<file path="config.mk">
export PLATFORM = sky130hd
export DESIGN_NAME = mbist_fail_logger_flat
export DESIGN_NICKNAME = d
export VERILOG_FILES = /design/src/rtl/mbist_fail_logger_pkg.sv /design/src/rtl/mbist_fail_logger_if.sv /design/src/rtl/mbist_fail_logger_fifo.sv /design/src/rtl/mbist_fail_logger.sv /design/src/flat_wrapper.sv
export SDC_FILE = /design/constraint.sdc
export NUM_CORES = 1
export LEC_CHECK = 0
export BUFFER_PORTS_ARGS = -buffer_cell sky130_fd_sc_hd__clkbuf_2
export CORE_ASPECT_RATIO = 1.5
export CORE_MARGIN = 2
export CORE_UTILIZATION = 53
export DETAILED_ROUTE_END_ITERATION = 8
export HOLD_SLACK_MARGIN = 0.15
export PLACE_DENSITY = 0.76
export RECOVER_POWER = 100
export SLEW_MARGIN = 0
export SYNTH_ARGS = -nofsm -noshare
export SYNTH_HDL_FRONTEND = slang
export SYNTH_SLANG_ARGS = --single-unit
</file>
<file path="constraint.sdc">
create_clock -name clk -period 2.07 [get_ports clk]
set_input_delay 0.414 -clock clk [delete_from_list [all_inputs] [get_ports clk]]
set_output_delay 0.414 -clock clk [all_outputs]
set_load 0.005 [all_outputs]
</file>
<file path="src/rtl/mbist_fail_logger_pkg.sv">
// mbist_log_pkg: shared types and default sizes for the MBIST fail logger
package mbist_log_pkg;
    localparam int DEF_ADDR_W = 8;
    localparam int DEF_DEPTH  = 8;
    localparam int DEF_CNT_W  = 16;
    typedef enum logic [1:0] {
        IDLE    = 2'd0,
        LOGGING = 2'd1,
        DONE    = 2'd2
    } state_e;
    typedef struct packed {
        logic [1:0]            tag;
        logic [DEF_ADDR_W-1:0] addr;
    } entry_t;
endpackage

</file>
<file path="src/rtl/mbist_fail_logger_if.sv">
// mbist_fail_logger_if: MBIST result inputs plus host log-drain port
interface mbist_fail_logger_if
    import mbist_log_pkg::*;
#(
    parameter int ADDR_W = DEF_ADDR_W,
    parameter int CNT_W  = DEF_CNT_W
);
    logic              start;
    logic [1:0]        test_sel;
    logic              fail;
    logic [ADDR_W-1:0] fail_addr;
    logic              done;
    logic              rd_en;
    logic              rd_valid;
    logic [ADDR_W+1:0] rd_data;
    logic              empty;
    logic              overflow;
    logic [CNT_W-1:0]  fail_count;
    logic [ADDR_W-1:0] first_fail_addr;
    logic              result_valid;
    logic              pass;
    modport master (
        output start, test_sel, fail, fail_addr, done, rd_en,
        input  rd_valid, rd_data, empty, overflow, fail_count, first_fail_addr, result_valid, pass
    );
    modport slave (
        input  start, test_sel, fail, fail_addr, done, rd_en,
        output rd_valid, rd_data, empty, overflow, fail_count, first_fail_addr, result_valid, pass
    );
endinterface

</file>
<file path="src/rtl/mbist_fail_logger_fifo.sv">
// mbist_log_fifo: clearable synchronous FIFO with a registered read port
module mbist_log_fifo #(
    parameter int W     = 10,
    parameter int DEPTH = 8
) (
    input  logic         clk,
    input  logic         rst,
    input  logic         clr,
    input  logic         push,
    input  logic         pop,
    input  logic [W-1:0] din,
    output logic         full,
    output logic         empty,
    output logic         rd_valid,
    output logic [W-1:0] rd_data
);
    localparam int AW = $clog2(DEPTH);
    logic [W-1:0] mem_q [DEPTH];
    logic [AW:0]  wr_ptr_q, wr_ptr_d, rd_ptr_q, rd_ptr_d;
    logic         rd_valid_q, rd_valid_d;
    logic [W-1:0] rd_data_q, rd_data_d;
    logic         pop_ok, push_ok;
    assign empty = wr_ptr_q == rd_ptr_q;
    assign full  = (wr_ptr_q[AW] != rd_ptr_q[AW]) && (wr_ptr_q[AW-1:0] == rd_ptr_q[AW-1:0]);
    // a pop frees the slot this cycle, so a push against a full FIFO may land
    assign pop_ok  = pop && !empty && !clr;
    assign push_ok = push && !clr && (!full || pop_ok);
    assign rd_valid = rd_valid_q;
    assign rd_data  = rd_data_q;
    always_comb begin
        wr_ptr_d   = clr ? '0 : wr_ptr_q + (AW+1)'(push_ok);
        rd_ptr_d   = clr ? '0 : rd_ptr_q + (AW+1)'(pop_ok);
        rd_valid_d = pop_ok;
        rd_data_d  = pop_ok ? mem_q[rd_ptr_q[AW-1:0]] : rd_data_q;
    end
    always_ff @(posedge clk) begin
        if (push_ok) mem_q[wr_ptr_q[AW-1:0]] <= din;
    end
    always_ff @(posedge clk or posedge rst) begin
        if (rst) begin
            wr_ptr_q   <= '0;
            rd_ptr_q   <= '0;
            rd_valid_q <= 1'b0;
            rd_data_q  <= '0;
        end else begin
            wr_ptr_q   <= wr_ptr_d;
            rd_ptr_q   <= rd_ptr_d;
            rd_valid_q <= rd_valid_d;
            rd_data_q  <= rd_data_d;
        end
    end
endmodule

</file>
<file path="src/rtl/mbist_fail_logger.sv">
// mbist_fail_logger: logs MBIST failing addresses per run and reports a verdict
module mbist_fail_logger
    import mbist_log_pkg::*;
#(
    parameter int ADDR_W = DEF_ADDR_W,
    parameter int DEPTH  = DEF_DEPTH,
    parameter int CNT_W  = DEF_CNT_W
) (
    input logic                clk,
    input logic                rst,
    mbist_fail_logger_if.slave bus
);
    state_e            state_q, state_d;
    logic [CNT_W-1:0]  cnt_q, cnt_d;
    logic [ADDR_W-1:0] first_q, first_d;
    logic              ovf_q, ovf_d, res_q, res_d, pass_q, pass_d;
    logic              fifo_full, log_fail, finish;
    // start outranks any fail or done seen in the same cycle
    assign log_fail = (state_q == LOGGING) && bus.fail && !bus.start;
    assign finish   = (state_q == LOGGING) && bus.done && !bus.start;
    always_comb begin
        state_d = bus.start ? LOGGING : finish ? DONE : state_q;
        cnt_d   = bus.start ? '0 : (log_fail && cnt_q != '1) ? cnt_q + 1'b1 : cnt_q;
        first_d = bus.start ? '0 : (log_fail && cnt_q == '0) ? bus.fail_addr : first_q;
        ovf_d   = bus.start ? 1'b0 : ovf_q | (log_fail && fifo_full && !bus.rd_en);
        res_d   = bus.start ? 1'b0 : finish ? 1'b1 : res_q;
        pass_d  = bus.start ? 1'b0 : finish ? (cnt_d == '0) : pass_q;
    end
    always_ff @(posedge clk or posedge rst) begin
        if (rst) begin
            state_q <= IDLE;
            cnt_q   <= '0;
            first_q <= '0;
            ovf_q   <= 1'b0;
            res_q   <= 1'b0;
            pass_q  <= 1'b0;
        end else begin
            state_q <= state_d;
            cnt_q   <= cnt_d;
            first_q <= first_d;
            ovf_q   <= ovf_d;
            res_q   <= res_d;
            pass_q  <= pass_d;
        end
    end
    mbist_log_fifo #(.W(ADDR_W + 2), .DEPTH(DEPTH)) u_fifo (
        .clk      (clk),
        .rst      (rst),
        .clr      (bus.start),
        .push     (log_fail),
        .pop      (bus.rd_en),
        .din      ({bus.test_sel, bus.fail_addr}),
        .full     (fifo_full),
        .empty    (bus.empty),
        .rd_valid (bus.rd_valid),
        .rd_data  (bus.rd_data)
    );
    assign bus.overflow        = ovf_q;
    assign bus.fail_count      = cnt_q;
    assign bus.first_fail_addr = first_q;
    assign bus.result_valid    = res_q;
    assign bus.pass            = pass_q;
endmodule

</file>
<file path="src/flat_wrapper.sv">
// flat-port wrapper written by rule: the top's interface ports become plain ports
module mbist_fail_logger_flat import mbist_log_pkg::*;
#(
    parameter int ADDR_W = DEF_ADDR_W,
    parameter int DEPTH  = DEF_DEPTH,
    parameter int CNT_W  = DEF_CNT_W
)
  (clk, rst, bus_start, bus_test_sel, bus_fail, bus_fail_addr, bus_done, bus_rd_en, bus_rd_valid, bus_rd_data, bus_empty, bus_overflow, bus_fail_count, bus_first_fail_addr, bus_result_valid, bus_pass);
  mbist_fail_logger_if #(.ADDR_W(ADDR_W), .CNT_W(CNT_W)) bus_i ();
  input logic clk;
  input logic rst;
  input wire logic [$bits(bus_i.start)-1:0] bus_start;
  input wire logic [$bits(bus_i.test_sel)-1:0] bus_test_sel;
  input wire logic [$bits(bus_i.fail)-1:0] bus_fail;
  input wire logic [$bits(bus_i.fail_addr)-1:0] bus_fail_addr;
  input wire logic [$bits(bus_i.done)-1:0] bus_done;
  input wire logic [$bits(bus_i.rd_en)-1:0] bus_rd_en;
  output wire logic [$bits(bus_i.rd_valid)-1:0] bus_rd_valid;
  output wire logic [$bits(bus_i.rd_data)-1:0] bus_rd_data;
  output wire logic [$bits(bus_i.empty)-1:0] bus_empty;
  output wire logic [$bits(bus_i.overflow)-1:0] bus_overflow;
  output wire logic [$bits(bus_i.fail_count)-1:0] bus_fail_count;
  output wire logic [$bits(bus_i.first_fail_addr)-1:0] bus_first_fail_addr;
  output wire logic [$bits(bus_i.result_valid)-1:0] bus_result_valid;
  output wire logic [$bits(bus_i.pass)-1:0] bus_pass;
  assign bus_i.start = bus_start;
  assign bus_i.test_sel = bus_test_sel;
  assign bus_i.fail = bus_fail;
  assign bus_i.fail_addr = bus_fail_addr;
  assign bus_i.done = bus_done;
  assign bus_i.rd_en = bus_rd_en;
  assign bus_rd_valid = bus_i.rd_valid;
  assign bus_rd_data = bus_i.rd_data;
  assign bus_empty = bus_i.empty;
  assign bus_overflow = bus_i.overflow;
  assign bus_fail_count = bus_i.fail_count;
  assign bus_first_fail_addr = bus_i.first_fail_addr;
  assign bus_result_valid = bus_i.result_valid;
  assign bus_pass = bus_i.pass;
  mbist_fail_logger #(.ADDR_W(ADDR_W), .DEPTH(DEPTH), .CNT_W(CNT_W)) u_core (.clk(clk), .rst(rst), .bus(bus_i));
endmodule
</file>
-- Yosys cells after proc, flatten, opt, wreduce, memory -nomap -nowiden
Memory sizes are Yosys's and may differ from the RTL's. A register that Yosys moved wholly into a read port is not among the register bits.
Cells that the tools add are included.
- add/subtract/negate cells: 3
- eq/ne operators: 5
- multiplexer cells: 15
- bitwise operators: 1
- reductions and logical operators: 22
- operators with widths (operator ; number):
    zero test 16 bit ; 2
    two-way mux 16 bit ; 2
    adder 16 x 1 -> 16 bit (second input constant) ; 1
    two-way mux 8 bit ; 2
    != test 16 bit (second input constant) ; 1
    logical AND 1 bit ; 13
    adder 4 x 1 -> 4 bit ; 2
    two-way mux 4 bit ; 2
    two-way mux 1 bit ; 7
    equality test 4 bit ; 1
    zero test 1 bit ; 4
    two-way mux 2 bit ; 2
    nonzero test 2 bit ; 2
    equality test 3 bit ; 1
    equality test 2 x 1 -> 1 bit (second input constant) ; 1
    logical OR 1 bit ; 1
    != test 1 bit ; 1
    bitwise OR 1 bit ; 1
- register bits: 38
- memory bits (writable): 80
- input port bits: 16
- output and inout bits: 39
- memories kept: 1
- memories (memory ; depth ; bits a word ; rd ports ; clocked after memory_dff ; wr ports ; line ; RTL):
    u_core.u_fifo.mem_q ; 8 ; 10 ; 1 ; 1 ; 1 ; mbist_fail_logger_fifo.sv:18 ; logic [W-1:0] mem_q [DEPTH];

-- Logic depth before layout (Yosys ltp)
- depth after elaboration: 9
- gate-level depth with buffers: 11
- mapped depth without buffers: 9

-- Cells and area by module
Synthesis repeated with hierarchy kept, for this count alone.
- cells, all modules: 365
- area total of the unflattened synthesis: 5616.6 um^2
- modules (own cells, without submodules) (module ; times used ; cells each ; area each (um^2) ; seq. area each (um^2)):
    mbist_log_fifo ; 1 ; 191 ; 4046.4 ; 2877.8
    mbist_fail_logger ; 1 ; 174 ; 1570.3 ; 700.7

-- Worst setup path before layout
No wires, ideal clock.
- path type: register to register
- from: register u_core.cnt_q[0] (netlist: u_core.bus.fail_count[0])
- to: register u_core.pass_q (netlist: u_core.bus.pass)
- library setup time: 95 ps
- arrival: 2232 ps
- data required time: 1975 ps
- setup slack: -258 ps
- cell stages (with the launch flop): 8
- path through: dfrtp_1 ha_1 nand4_1 nor4_4 nand4b_1 xor2_1 or4b_1 o31ai_1
- word-level cells in the longest chain between the ends: 7
- RTL lines (element ; line ; RTL):
    from (decl) ; mbist_fail_logger.sv:14 ; logic [CNT_W-1:0] cnt_q, cnt_d;
    from (signal assigned) ; mbist_fail_logger.sv:39 ; cnt_q <= cnt_d;
    branches (longest 2 deep; another with adder 16 x 1 -> 16 bit) ; -- ;
    two-way mux 16 bit * (2 in a row) ; mbist_fail_logger.sv:23 ; cnt_d = bus.start ? '0 : (log_fail && cnt_q != '1) ? cnt_q + 1'b1 : cnt_q;
    zero test 16 bit * ; mbist_fail_logger.sv:27 ; pass_d = bus.start ? 1'b0 : finish ? (cnt_d == '0) : pass_q;
    two-way mux 1 bit * (2 in a row) ; mbist_fail_logger.sv:27 ;
    to (signal assigned) ; mbist_fail_logger.sv:43 ; pass_q <= pass_d;
    to (decl) ; mbist_fail_logger.sv:16 ; logic ovf_q, ovf_d, res_q, res_d, pass_q, pass_d;
Mark *: on every way between the ends. The select of a mux whose other input is x is not followed.
A chain may end at the register's enable or synchronous reset.

-- Worst setup path after layout
- from: register u_core.state_q[1]
- to: register u_core.pass_q (netlist: u_core.bus.pass)
- word-level cells in the longest chain between the ends: 9
- RTL lines (element ; line ; RTL):
    from (decl) ; mbist_fail_logger.sv:13 ; state_e state_q, state_d;
    from (signal assigned) ; mbist_fail_logger.sv:38 ; state_q <= state_d;
    equality test 2 x 1 -> 1 bit * ; mbist_fail_logger.sv:19, mbist_fail_logger.sv:20 ;
    logical AND 1 bit (2 in a row) ; mbist_fail_logger.sv:19 ; assign log_fail = (state_q == LOGGING) && bus.fail && !bus.start;
    logical AND 1 bit ; mbist_fail_logger.sv:23 ;
    two-way mux 16 bit (2 in a row) ; mbist_fail_logger.sv:23 ;
    zero test 16 bit ; mbist_fail_logger.sv:27 ;
    two-way mux 1 bit (2 in a row) ; mbist_fail_logger.sv:27 ;
Every way passes the cells marked *; elsewhere a longest branch is shown, timed or not. The select of a mux whose other input is x is not followed.

==> results.toml <==
[timing]
grt_setup_unrepaired = "yes"
hold_ws_ps = 302
setup_viol = 1
worstMarginPinSlew_ps = 1310
fmax_mhz = 453
hold_viol_final = 0
clock-skew-final_ps = 13.0
layout_setup_ws_ps = -139
finalCriticalPeriod_ps = 2210
max-slew-margin-rel_pct = 12.5
timing.final.crit_share_pct = 107
maxSlewViolCount = 0

[power]
power_w = 0.00637
ir_drop_mv = 0.706
power_density_nw_per_um2 = 887
p_leak_nw = 2.83

[setup_path]
criticalPathCategory = "reg2reg"
worst-path-buf-inv = 1
cp.required_ps = 2390
start_kind = "register"
cp_top_family = "compound AO/OA/AOI/OAI gates"
path_cells = "and4bb_4, nand3_4, buf_6, o31a_1, nor4_4, a41oi_2, o31ai_1"
critical_path_arrival_ps = 2530
critPathCaptureType = "register"
cp_slowest_cell = "dfrtp_1"
cpPeakStageDelay_ps = 390
crit_fanout = 7

[synth]
synth_edf_count = 80
synth.distinct_cells = 49
syn_inst = 370
netlist_area_um2 = 5440
syn-num-nets = 392
ys_ff_latch = 127
yosysSeqAreaShare_pct = 65.7
synth_top_flop_cell = "edfxtp_1"
async_flop_share_pct = 37.0
syn_avg_cell_area_um2 = 14.7
ys.warnings.count = 0

[clocking]
cts.clk_slew.worst_paths_ps = 60
clk_path_buf_depth = 2
cts_tree = "built"
clk_latency_ps = 410
htreeDepth = 4
cts_sinks = 127
numCtsBuffers = 17
root_buffer = "clkbuf_16"

[routing]
wl_um = 13500
via_per_inst = 5.95
drtAntennaViolNets = 0
drt-initial-drc-count = 262
drc = 0
drt_pre_antenna_iters = 4
wl_per_cell_um = 21.0
vias = 3825

[placement]
placed_area_um2 = 6350
hpwlAfterDp_um = 8730
dp.cells = 601
gp_congestion = 0.905
port_buffers = 54

[global_route]
grt_pass1_wl_um = 21300
grt_max_degree = 36
grt-ovfl-total = 0
grt_pass1_vias = 4048
grtUsageMet3_pct = 6.70
use_met2_pct = 45.8
met1_usage_pct = 29.7
grt_usage_pct = 26.4
antenna_found_initial = 0
busiest_layer = "met2"

[cells_and_area]
layout-drive-gt1-share_pct = 37.8
final_nets = 535
fin_area_um2 = 7180
final_cells = 643
fin_util_pct = 71.3
antenna_cells = 0
syn2layout_area_growth_pct = 32.0
nFillCells = 655

[floorplanning]
core_area_um2 = 10100
die_h_um = 128
placementRows = 45
io_pins = 55
die_w_um = 86.7
die_area_um2 = 11100
floorplan.initialDensity_pct = 54.0

[hold_path]
hold_path_class = "in2reg"

[status]
violations = "setup timing"
status = "finished, violations left"

[run]
max_cap_violations = 0
-- synthesized netlist by cell type, drive strengths merged (2+ instances only) --
master	n	area share, %
edfxtp	80	44
nor2	24	1.7
xor2	5	0.80
o31ai	3	0.41
a41oi	5	0.80
mux2i	10	1.8
a311oi	2	0.32
a21oi	6	0.55
or4	3	0.44
nand4	6	0.69
nand2b	13	1.5
nor2b	5	0.57
buf	7	0.83
o21ai	20	1.8
mux4	20	8.3
o31a	3	0.51
nor4	13	2.0
xnor2	9	1.4
and3	3	0.37
ha	6	1.4
o21ba	4	0.74
inv	6	0.41
nor3	7	0.64
dfrtp	47	22
clkbuf	10	0.71
nand2	28	1.9
nand3	12	1.4
-- state kept, by name, indices dropped and copies added (netlist names) --
signal / flops
u_core.state_q: 2
u_core.bus.overflow: 1
u_core.u_fifo.wr_ptr_q: 4
u_core.u_fifo.mem_q: 80
u_core.bus.fail_count: 16
u_core.u_fifo.rd_data: 10
u_core.bus.first_fail_addr: 8
u_core.u_fifo.rd_ptr_q: 4
u_core.bus.pass: 1
u_core.u_fifo.rd_valid: 1
-- metrics by stage --
stage                     setup WS [ps]  setup TNS [ps]
final                              -139            -139
after global routing               -186           -2570
after CTS                         -40.7           -40.7
after global placement             -239           -3300
after floorplan                    -203           -4240
after detailed placement           -243           -3870
-- where the power goes --
part	switching [W]	internal [W]
Clock	0.00104	0.00201
Combinational	0.000232	0.000196
Sequential	0.0000636	0.00283
Total	0.00134	0.00503
-- layout make-up --
type / count / area [um2] / share of cell area (%)
multi-input combinational: 220 / 1920 / 26.8
sequential: 127 / 3580 / 49.8
inverter: 6 / 22.5 / 0.314
tap: 117 / 146 / 2.04
clock buffer: 21 / 440 / 6.13
clock inverter: 11 / 164 / 2.28
timing repair buffer: 141 / 907 / 12.6
-- path summary, 6_finish.rpt --
kind                                          startpoint                            end  slack [ps]  depth (start not counted)
worst max-delay path                   u_core.state_q[1]                u_core.bus.pass        -140                          7
worst min-delay path                            bus_done              u_core.state_q[1]         300                          3
worst max register to register         u_core.state_q[1]                u_core.bus.pass        -140                          7
worst min register to register  u_core.u_fifo.rd_data[8]       u_core.u_fifo.rd_data[8]         470                          2
max in group asynchronous                            rst       u_core.u_fifo.rd_data[1]         240                          4
min in group asynchronous                            rst  u_core.bus.first_fail_addr[4]         910                          3
-- logic make-up after synthesis --
kind of cell               count (synthesis)  share of synthesized area [%]
and+or+nand+nor                          123                           12.8
DFF                                      127                           65.7
xor gates and xnor gates                  14                           2.25
buffers and inverters                     23                           1.95
AOI/OAI and AO/OA                         47                           5.75
muxes                                     30                           10.1
adders and majority gates                  6                           1.38
-- metal layers --
layer	vias up	share of wire, %
li1	1702	-
met1	1883	35
met2	185	54
met3	55	5.5
met4	0	4.8
met5	-	0
-- repair_timing --
| action | 4_1_cts | 5_1_grt |
|---|---|---|
| gates resized for setup | 27 | 5 |
| setup endpoints to repair | 21 | 5 |
| pin swaps | 13 | 2 |
| hold buffers | 1 | 0 |
| cloned | 0 | 0 |
| buffers inserted | 8 | 1 |
| endpoints found under the hold margin | 30 | 0 |
-- worst min-delay path, delay by kind of cell --
family | cells | cell delay [ps]
AOI/OAI and AO/OA | 1 | 60
buffers and inverters | 1 | 100
and+or+nand+nor | 1 | 90
-- placed cells by master (no fill, tap or decap), types with 6 or more instances in the layout --
cell	count
edfxtp_1	80
dfrtp_1	46
buf_4	73
nor2_1	24
xnor2_1	9
nor4_4	6
mux2i_1	10
clkbuf_1	25
clkbuf_16	17
o21ai_0	20
nand3_1	7
nand2b_1	13
nand4_1	6
mux4_2	20
clkbuf_2	35
inv_1	6
nand2_1	28
clkbuf_4	6
nor4_1	6
Power figures use the tool's default switching activity.
